`src/rtl/reg_file_sweep.sv`:
```
// Register file with one write port, two registered read ports, write-to-read bypass,
// optional hardwired-zero entry 0 and a one-entry-per-cycle CLEAR sweep engine.
module reg_file_sweep #(
  parameter int unsigned DATA_W   = 8,
  parameter int unsigned ADDR_W   = 3,
  parameter bit          ZERO_REG = 1'b0
) (
  input  logic              CLK,
  input  logic              RESET_N,
  input  logic [DATA_W-1:0] IN,
  input  logic [ADDR_W-1:0] INADDRESS,
  input  logic              WRITEENABLE,
  input  logic [ADDR_W-1:0] OUT1ADDRESS,
  input  logic [ADDR_W-1:0] OUT2ADDRESS,
  input  logic              CLEAR,
  output logic [DATA_W-1:0] OUT1,
  output logic [DATA_W-1:0] OUT2,
  output logic              BUSY,
  output logic              DONE,
  output logic              WRITE_DROP
);

  localparam int unsigned       DEPTH = 2**ADDR_W;
  localparam logic [ADDR_W-1:0] LAST  = '1;

  typedef enum logic {IDLE, SWEEP} state_t;

  state_t            state_q;
  logic [DATA_W-1:0] mem_q [DEPTH];
  logic [ADDR_W-1:0] cnt_q;
  logic              busy_q, done_q, drop_q;
  logic [DATA_W-1:0] out1_q, out2_q;
  logic [DATA_W-1:0] out1_d, out2_d;
  logic              wr_en;
  logic              sweep_wr;

  assign sweep_wr = (state_q == SWEEP);
  assign wr_en    = WRITEENABLE && !busy_q && !(ZERO_REG && (INADDRESS == '0));

  // Read value as it will stand after this edge: sweep zeroing and host writes
  // are mutually exclusive, so their bypass order does not matter.
  function automatic logic [DATA_W-1:0] rd_next(input logic [ADDR_W-1:0] a);
    if (ZERO_REG && (a == '0))     return '0;
    if (sweep_wr && (a == cnt_q))  return '0;
    if (wr_en && (a == INADDRESS)) return IN;
    return mem_q[a];
  endfunction

  always_comb begin
    out1_d = rd_next(OUT1ADDRESS);
    out2_d = rd_next(OUT2ADDRESS);
  end

  always_ff @(posedge CLK or negedge RESET_N) begin
    if (!RESET_N) begin
      for (int unsigned i = 0; i < DEPTH; i++) mem_q[i] <= '0;
      state_q <= IDLE;
      cnt_q   <= '0;
      busy_q  <= 1'b0;
      done_q  <= 1'b0;
      drop_q  <= 1'b0;
      out1_q  <= '0;
      out2_q  <= '0;
    end else begin
      done_q <= 1'b0;
      drop_q <= WRITEENABLE && busy_q;
      out1_q <= out1_d;
      out2_q <= out2_d;
      if (wr_en) mem_q[INADDRESS] <= IN;
      case (state_q)
        IDLE: begin
          if (CLEAR) begin
            state_q <= SWEEP;
            busy_q  <= 1'b1;
            cnt_q   <= '0;
          end
        end
        SWEEP: begin
          mem_q[cnt_q] <= '0;
          if (cnt_q == LAST) begin
            state_q <= IDLE;
            busy_q  <= 1'b0;
            done_q  <= 1'b1;
          end else begin
            cnt_q <= cnt_q + ADDR_W'(1);
          end
        end
        default: state_q <= IDLE;
      endcase
    end
  end

  assign OUT1       = out1_q;
  assign OUT2       = out2_q;
  assign BUSY       = busy_q;
  assign DONE       = done_q;
  assign WRITE_DROP = drop_q;

endmodule
```
`config.mk`:
```
export PLATFORM = sky130hd
export DESIGN_NAME = reg_file_sweep
export DESIGN_NICKNAME = d
export VERILOG_FILES = /design/src/rtl/reg_file_sweep.sv
export SDC_FILE = /design/constraint.sdc
export NUM_CORES = 1
export LEC_CHECK = 0
export ABC_AREA = 1
export BUFFER_PORTS_ARGS = -buffer_cell sky130_fd_sc_hd__clkbuf_2
export CAP_MARGIN = 30
export CORE_ASPECT_RATIO = 1.2
export CORE_UTILIZATION = 37
export DETAILED_ROUTE_END_ITERATION = 8
export GPL_TIMING_DRIVEN = 0
export PLACE_DENSITY_LB_ADDON = 0.1
export REMOVE_ABC_BUFFERS = 1
export SETUP_SLACK_MARGIN = 0.3
export SLEW_MARGIN = 20
export SYNTH_ARGS = -nofsm -noshare
export SYNTH_HDL_FRONTEND = slang
export SYNTH_SLANG_ARGS = --single-unit
```
`constraint.sdc`:
```
create_clock -name CLK -period 2.4 [get_ports CLK]
set_input_delay 0.24 -clock CLK [delete_from_list [all_inputs] [get_ports CLK]]
set_output_delay 0.24 -clock CLK [all_outputs]
set_load 0.005 [all_outputs]
```
**Word level (Yosys, flattened, before mapping)**

Index checks and enable logic that the tools add are counted.

- Bits in latches: 0
- Memory bits (writable): 0
- Input port bits: 21
- Output and inout bits: 19
- Memories kept: 0
- Logic and storage cells: 86
- Register bits: 87
- ROM bits: 0

- Reduce and logical (&&, ||, !) cells: 11
- $mul: 0
- Magnitude comparators: 6
- Eq/ne operators: 8
- Shifts and indexed selects: 0
- Div/mod/pow operators: 0
- Bitwise operators: 7
- Muxes and demuxes: 38
- $add $sub $neg: 1

Operators by type and width:

| kind | count |
|---|---|
| two-way mux 64 bit | 2 |
| two-way mux 8 bit | 14 |
| bitwise AND 64 bit | 1 |
| bitwise mux 64 bit | 1 |
| inverter 64 bit | 1 |
| binary-select mux 8 bit (select 3 bit) | 2 |
| demux 8 bit (select 3 bit) | 2 |
| >= comparator 4 bit, second input constant | 4 |
| inverter 3 -> 4 bit | 4 |
| equality test 3 bit | 4 |
| two-way mux 1 bit | 12 |
| logical AND 1 bit | 8 |
| < comparator 4 x 1 -> 1 bit, second input constant | 2 |
| two-way mux 3 bit | 2 |
| one-hot mux 3 bit (2 select lines) | 1 |
| != test 2 bit, second input constant | 2 |
| one-hot mux 1 bit (2 select lines) | 2 |
| AND reduction 2 bit | 2 |
| adder 3 x 1 -> 3 bit, second input constant | 1 |
| equality test 3 bit, second input constant | 1 |
| != test 2 x 1 -> 1 bit, second input constant | 1 |
| logical NOT 1 bit | 1 |
| inverter 1 bit | 1 |

**Logic depth before layout (Yosys ltp)**

Gate-level depths: netlist of run 1.

- Depth in word-level cells: 9
- Mapped depth: 9

**Worst setup path before layout of run 1**

Ideal clock, no wire load.

- Path kind: flip-flop to flip-flop
- Start point: register cnt_q[1]
- End point: register cnt_q[1]
- Data required time: 2.317 ns
- Cell stages (with the launch flop): 6
- Data arrival time: 1.226 ns
- Slack: 1.091 ns
- Library setup time: 0.083 ns
- Period minus slack after synthesis: 1.309 ns
- Path through: dfrtp_1 > ha_1 > ha_1 > o21ai_1 > nand3_1 > o21ai_0

- Word-level cells in the longest chain between the ends: 3
- Elaborated cells on any way between the ends: 6
- Classes of those cells: 1 x add/sub; 2 x eq/ne; 2 x mux; 1 x reduce/logical

RTL lines:

| element | line | source |
|---|---|---|
| start, declared | 30 | `logic [ADDR_W-1:0] cnt_q;` |
| start signal, assigned | 85 | `cnt_q <= cnt_q + ADDR_W'(1);` |
| adder 3 x 1 -> 3 bit or equality test 3 bit (tied branches) | 85, 80 |  |
| two-way mux 3 bit or != test 2 bit (tied branches) | n/a |  |
| one-hot mux 3 bit (2 select lines) or AND reduction 2 bit (tied branches) | n/a |  |

Parallel ways exist; a longest one is shown, timed or not. The select of a mux whose other input is x is not followed.
A chain may end at the register's enable or synchronous reset.

**Worst setup path after layout of run 1**

- Start point: input OUT2ADDRESS[0]
- End point: register out2_q[0] (netlist: OUT2[0])

- Word-level cells in the longest chain between the ends: 6
- Elaborated cells on any way between the ends: 14
- Classes of those cells: 2 x eq/ne; 9 x mux; 1 x bitwise; 2 x reduce/logical

RTL lines:

| element | line | source |
|---|---|---|
| start, declared | 14 | `input logic [ADDR_W-1:0] OUT2ADDRESS,` |
| inverter 3 -> 4 bit (not written as such) or equality test 3 bit (tied branches) | 46, 45 |  |
| binary-select mux 8 bit (select 3 bit) or logical AND 1 bit (tied branches) | 46, 45 |  |
| two-way mux 8 bit (not written as such) or two-way mux 1 bit (tied branches) (2 in series) | 46, 45 |  |
| two-way mux 8 bit | 46 | `return mem_q[a];` |
| two-way mux 8 bit (*) | 45 | `if (wr_en && (a == INADDRESS)) return IN;` |
| net out2_d[0] | 33 | `logic [DATA_W-1:0] out1_d, out2_d;` |
| end signal, assigned | 68 | `out2_q <= out2_d;` |
| end, declared | 32 | `logic [DATA_W-1:0] out1_q, out2_q;` |

The timed path passes the listed nets; every way through them passes the cells marked *. The select of a mux whose other input is x is not followed.

==> results_dict.tcl, run 1 <==
set metrics [dict create \
    final_period_demand_of_the_worst_path_ns 1.86 \
    tritoncts "built" \
    p_switching_uw 2070 \
    routed.top_layer "met4" \
    post_cts_setup_buffer_count 0 \
    wl_met1_mm 7.09 \
    cp_top_family "buffers and inverters" \
    final_nets 730 \
    synth.avg_cell_area_um2 7.25 \
    routabilityCongestion 0.864 \
    timing.critical_path.slowest_cell_delay_ns 0.45 \
    placement.io_buffers 39 \
    ys_seq_area_share_pct 43.9 \
    whs_ns 0.116 \
    global_route_wire_length_before_repair_mm 25.7 \
    number_of_top_level_pins 40 \
    die_h_um 129 \
    final_cells 876 \
    design_power_total_uw 5470 \
    hp-class "input port to flop" \
    finalMaxSlewViolations 0 \
    routed-wl-met3_mm 1.12 \
    drive_above_1_share_pct 11.8 \
    htreeDepth 3 \
    hpwl_mm 10.8 \
    cell_variety_after_synth 21 \
    clock_tree.root_cell "sky130_fd_sc_hd__clkbuf_16" \
    netlist_top_cells_area "sky130_fd_sc_hd__dfrtp_1 44%, sky130_fd_sc_hd__nand2_1 16%, sky130_fd_sc_hd__nand3_1 11%" \
    worstSetupPathType "input port to flop" \
    cp.required_ns 2.64 \
    internal_power_contribution_uw 3390 \
    num_rows 45 \
    timing_hold_violations_final 0 \
    crit_path_start_kind "input port" \
    setup_repair_after_global_routing_missed_its_margin "false" \
    firstDrtPassIters 6 \
    wl_mm 16.4 \
    seq_power_share_pct 43.8 \
    wp_buf_inv 3 \
    grt-ovfl-total 0 \
    netlist.area_leader.share_pct 43.9 \
    slew_headroom_pct 52.6 \
    grt_antenna_before_repair 0 \
    max_clock_freq_mhz 536 \
    worstSkewPairLatency_ns 0.35 \
    synth_warnings 0 \
    crit_arrival_ns 2.10 \
    synth_area_mm2 0.00496 \
    setup_viol 0 \
    post-route-drc-count 0 \
    route.detailed.wl_per_inst_um 18.7 \
    clk_path_buf_depth 2 \
    p_leak_uw 0.00270 \
    worstMarginPinSlew_ns 0.711 \
    pwr-share-clk_pct 24.4 \
    grt_start_max_net_pins 88 \
    insertedDiodeCount 0 \
    met2RoutedLength_mm 7.70 \
    synth_largest_area_cell "sky130_fd_sc_hd__dfrtp_1" \
    drtIter0Drc 437 \
    worst_setup_hold_path_clk_slew_ns 0.06 \
    place_inst 859 \
    postSynthCellCount 684 \
    via_count_of_the_first_global_routing_pass 4485 \
    worstPathMaxFanout 36 \
    max_cap_viol_count 0 \
    endpoint_kind "flop" \
    global_route.usage.total_pct 25.2 \
    cts.sink_count 87 \
    area_delta_synth_final_pct 11.2 \
    cp_cell_sequence "clkbuf_4, inv_1, buf_16, nand2_1, nand3_1, nand3_1, nand2_1, nor2_1, nor2_1" \
    run_status "finished, final reports clean" \
    core_region_mm2 0.0128 \
    comb_power_share_pct 31.8 \
    antenna_violating_nets_post_route 0 \
    drt-vias-per-instance 5.40 \
    layout_worst_path_cycle_share_pct 77.7 \
    timing.critical_path.slowest_stage_cell "sky130_fd_sc_hd__inv_1" \
    power_density_mw_per_mm2 991 \
    synth-seq-cells 87 \
    die_area_mm2 0.0139 \
    die_width_um 108 \
    route.vias.total 4730 \
    cts_inserted_buffers 9 \
    skew_ns 0.00439 \
    vdd_ir_drop_max_v 0.000485 \
    switching_share_of_power_pct 37.9 \
    initial_core_util_pct 38.6 \
]
==> kinds of logic after synthesis <==
group / synth area share [%]
AO/OA/AOI/OAI: 12.7
adder cells (fa/ha/maj): 0.504
buffers and inverters: 6.69
flip-flops: 43.9
AND/OR/NAND/NOR: 36.2
==> metrics by stage <==
stage	util (%)	area, um^2	worst slack [ns]	TNS [ns]
6_report	43.0	5520	0.535	0
5_1_grt	43.0	5520	0.450	0
4_1_cts	43.0	5520	0.545	0
3_5_place_dp	40.7	5220	-0.202	-1.76
3_3_place_gp	40.2	5160	-0.288	-3.92
2_1_floorplan	-	4760	1.04	0
==> routing by layer <==
| layer | track usage [%] | vias to the layer above |
|---|---|---|
| met1 | 33.9 | 2212 |
| li1 | - | 2298 |
| met4 | 10.9 | 0 |
| met3 | 4.46 | 27 |
| met2 | 39.9 | 193 |
| met5 | 0 | - |
==> power by group through the flow <==
stage | combinational, uW | sequential (uW) | clock, uW
after CTS | 1730 | 2390 | 1360
after floorplan | 1160 | 2310 | 0
after detailed placement | 1720 | 2400 | 0
final | 1740 | 2390 | 1330
after global routing | 2000 | 2470 | 1430
after global placement | 1670 | 2380 | 0
==> cell type report <==
type | count | area, um^2
multi-input combinational | 533 | 2450
tap | 164 | 205
sequential | 87 | 2180
inverter | 34 | 130
clock buffer | 13 | 260
fill | 1322 | 7320
clock inverter | 3 | 17.5
timing repair buffer | 42 | 274
==> sequential cells by signal, summed over array words and instances, names as in the netlist <==
register,count
OUT2,8
cnt_q,3
OUT1,8
DONE,1
BUSY,1
state_q,1
mem_q,64
WRITE_DROP,1
==> worst paths after layout <==
| path | from | endpoint | slack, ns | cells past startpoint |
|---|---|---|---|---|
| setup / recovery | OUT2ADDRESS[0] | OUT2[0] | 0.54 | 9 |
| hold / removal | WRITEENABLE | WRITE_DROP | 0.12 | 3 |
| setup reg to reg | BUSY | mem_q[15] | 0.81 | 6 |
| hold reg to reg | mem_q[12] | mem_q[12] | 0.55 | 2 |
| max in group asynchronous | RESET_N | mem_q[25] | 1.38 | 2 |
| min in group asynchronous | RESET_N | BUSY | 0.50 | 2 |
==> synth_stat cells <==
cell,n
sky130_fd_sc_hd__a21oi_1,57
sky130_fd_sc_hd__clkinv_2,2
sky130_fd_sc_hd__inv_1,17
sky130_fd_sc_hd__clkbuf_1,6
sky130_fd_sc_hd__nand2_1,206
sky130_fd_sc_hd__buf_2,8
sky130_fd_sc_hd__buf_6,5
sky130_fd_sc_hd__nor3_1,3
sky130_fd_sc_hd__nor2_4,13
sky130_fd_sc_hd__nor2_1,69
sky130_fd_sc_hd__nand3_1,109
sky130_fd_sc_hd__ha_1,2
sky130_fd_sc_hd__nand2_4,4
sky130_fd_sc_hd__nor2_2,2
sky130_fd_sc_hd__o21ai_2,1
sky130_fd_sc_hd__dfrtp_1,87
sky130_fd_sc_hd__buf_4,11
sky130_fd_sc_hd__inv_2,7
sky130_fd_sc_hd__o21ai_0,65
sky130_fd_sc_hd__o21ai_1,2
sky130_fd_sc_hd__clkinv_1,8
==> worst reg2reg max path, cell delays in order (launching register included) <==
cell and delay (ns):
sky130_fd_sc_hd__dfrtp_1 0.45, sky130_fd_sc_hd__nor2_4 0.23, sky130_fd_sc_hd__nand2_4 0.13, sky130_fd_sc_hd__nor2_4 0.29
sky130_fd_sc_hd__inv_1 0.14, sky130_fd_sc_hd__o21ai_0 0.18, sky130_fd_sc_hd__nor2_1 0.06
==> cell usage in the layout, fill, tap and decap left out, types with 3 or more instances in the layout <==
cell / instances
sky130_fd_sc_hd__o21ai_0: 65
sky130_fd_sc_hd__clkinv_1: 8
sky130_fd_sc_hd__nor2_1: 69
sky130_fd_sc_hd__nor3_1: 3
sky130_fd_sc_hd__clkbuf_16: 9
sky130_fd_sc_hd__nand2_4: 4
sky130_fd_sc_hd__nand3_1: 109
sky130_fd_sc_hd__a21oi_1: 57
sky130_fd_sc_hd__clkbuf_2: 36
sky130_fd_sc_hd__nor2_4: 13
sky130_fd_sc_hd__inv_2: 7
sky130_fd_sc_hd__clkinv_2: 4
sky130_fd_sc_hd__inv_1: 17
sky130_fd_sc_hd__dfrtp_1: 87
sky130_fd_sc_hd__nand2_1: 206
sky130_fd_sc_hd__clkbuf_8: 3
==> repair_timing <==
item,4_1_cts,5_1_grt
endpoints found under the hold margin,72,0
endpoints found under the setup margin,9,0
resized for setup,2,0
hold buffers,1,0
(Power assumes the default switching activity.)
==> inputs of run 2 (changes only) <==
- clock period: 2.4 -> 1.7 ns (I/O delays scaled with it)
==> results_dict.tcl, run 2 (synthesis results as in run 1) <==
set metrics [dict create \
    setup_viol 0 \
    wl_mm 17.2 \
    setup_repair_after_global_routing_missed_its_margin "true" \
    final_period_demand_of_the_worst_path_ns 1.46 \
    layout.cells.most_common_list "195 x sky130_fd_sc_hd__nand2_1, 106 x sky130_fd_sc_hd__nand3_1, 83 x sky130_fd_sc_hd__dfrtp_1" \
    route.vias.total 5043 \
    run_status "finished, final reports clean" \
    max_clock_freq_mhz 685 \
    route.detailed.wl_per_inst_um 19.0 \
    grt_antenna_before_repair 0 \
    worstMarginPinSlew_ns 0.731 \
    placement.io_buffers 39 \
    tritoncts "built" \
    num_rows 45 \
    crit-reg2reg-capture "OUT1[5]" \
    clk_path_buf_depth 2 \
    initial_core_util_pct 38.6 \
    power_density_mw_per_mm2 1340 \
    worstSkewPairLatency_ns 0.35 \
    cts_inserted_buffers 9 \
    timing_hold_violations_final 0 \
    drt-vias-per-instance 5.57 \
    final_util_pct 47.8 \
    die_width_um 108 \
    hpwl_mm 10.8 \
    grt-ovfl-total 0 \
    routabilityCongestion 0.864 \
    largest_register "mem_q" \
    vdd_ir_drop_max_v 0.000848 \
    layout_worst_path_cycle_share_pct 85.9 \
    htreeDepth 3 \
    crit_arrival_ns 1.73 \
    regToRegSetupSlack_ns 0.24 \
    final_nets 760 \
    clock_tree.root_cell "sky130_fd_sc_hd__clkbuf_16" \
    fillerInstances 1275 \
    cts.sink_count 87 \
    global_route_wire_length_before_repair_mm 26.4 \
    worstSetupPathType "flop to flop" \
    global_route.usage.total_pct 25.9 \
    grt_start_max_net_pins 88 \
    slew_headroom_pct 51.2 \
    die_h_um 129 \
    worstPathMaxFanout 5 \
    critical_path.reg2reg.startpoint "BUSY" \
    crit_path_start_kind "flop" \
    skew_ns 0.00651 \
    area_delta_synth_final_pct 23.7 \
    design_power_total_uw 8220 \
    via_count_of_the_first_global_routing_pass 4648 \
    firstDrtPassIters 5 \
    max_cap_viol_count 0 \
    crit_path_start "BUSY" \
    whs_ns 0.0467 \
    drtIter0Drc 399 \
    p_leak_uw 0.00293 \
    largest_register_ffs 64 \
    final_common_cell "sky130_fd_sc_hd__nand2_1" \
    insertedDiodeCount 0 \
    post-route-drc-count 0 \
    worst_setup_hold_path_clk_slew_ns 0.06 \
    antenna_violating_nets_post_route 0 \
    r2r_cells 7 \
    finalMaxSlewViolations 0 \
    die_area_mm2 0.0139 \
    endpoint_kind "flop" \
    hp-class "input port to flop" \
    cp.required_ns 1.97 \
    number_of_top_level_pins 40 \
    drive_above_1_share_pct 23.5 \
    core_region_mm2 0.0128 \
    worstSetupEndpoint "OUT1[5]" \
]
==> run 2: layer usage <==
metal	global-route usage [%]	vias up	wire length, um
met4	12.5	0	631
met5	0	-	0
li1	-	2362	-
met3	4.51	39	1280
met2	41.0	245	8150
met1	34.2	2397	7150
==> run 2: what timing repair did <==
item                                    4_1_cts  5_1_grt
endpoints found under the hold margin        87        0
endpoints found under the setup margin       82       83
setup buffers                                18        9
gates cloned                                  2        1
pin swaps                                    10       18
hold buffers                                  1        0
gates resized for setup                      18       93
==> run 2: critical path, stage by stage, from the launching register on <==
cell	delay (ns)
sky130_fd_sc_hd__dfrtp_2	0.43
sky130_fd_sc_hd__nor2_4	0.25
sky130_fd_sc_hd__nand2_1	0.17
sky130_fd_sc_hd__nor2_4	0.20
sky130_fd_sc_hd__nand2_4	0.09
sky130_fd_sc_hd__clkinv_2	0.09
sky130_fd_sc_hd__nor2_1	0.05
sky130_fd_sc_hd__nor2_1	0.09
==> run 2: where the power goes <==
| part | total (uW) | leakage (uW) | internal (uW) | switching (uW) |
|---|---|---|---|---|
| Clock | 1890 | 0.000136 | 1070 | 825 |
| Sequential | 3430 | 0.00114 | 2830 | 606 |
| Combinational | 2890 | 0.00165 | 1150 | 1740 |
==> run 2: layout make-up <==
class	instances	area (um^2)	share of cell area (%)
clock buffers	13	260	4.24
clock inverters	3	17.5	0.286
inverters	34	146	2.39
multi-input cells	535	2680	43.8
flip-flops and latches	87	2180	35.6
well taps	164	205	3.35
repair buffers	70	638	10.4
==> run 2: how the worst min path moves through the flow <==
stage | cells past startpoint | end | from
detailed placement | 1 | mem_q[62] | RESET_N
floorplan | 0 | BUSY | RESET_N
CTS | 3 | WRITE_DROP | WRITEENABLE
global route | 3 | WRITE_DROP | WRITEENABLE
global placement | 3 | WRITE_DROP | WRITEENABLE
finish | 3 | WRITE_DROP | WRITEENABLE
==> run 2: per-stage QoR <==
stage	std cells	TNS, ns	instance area, um^2	setup slack [ns]
floorplan	654	0	4760	0.391
detailed placement	859	-11.84	5220	-0.832
global route	906	0	6130	0.185
global placement	857	-61.94	5160	-0.918
CTS	896	0	5800	0.257
finish	906	0	6130	0.239
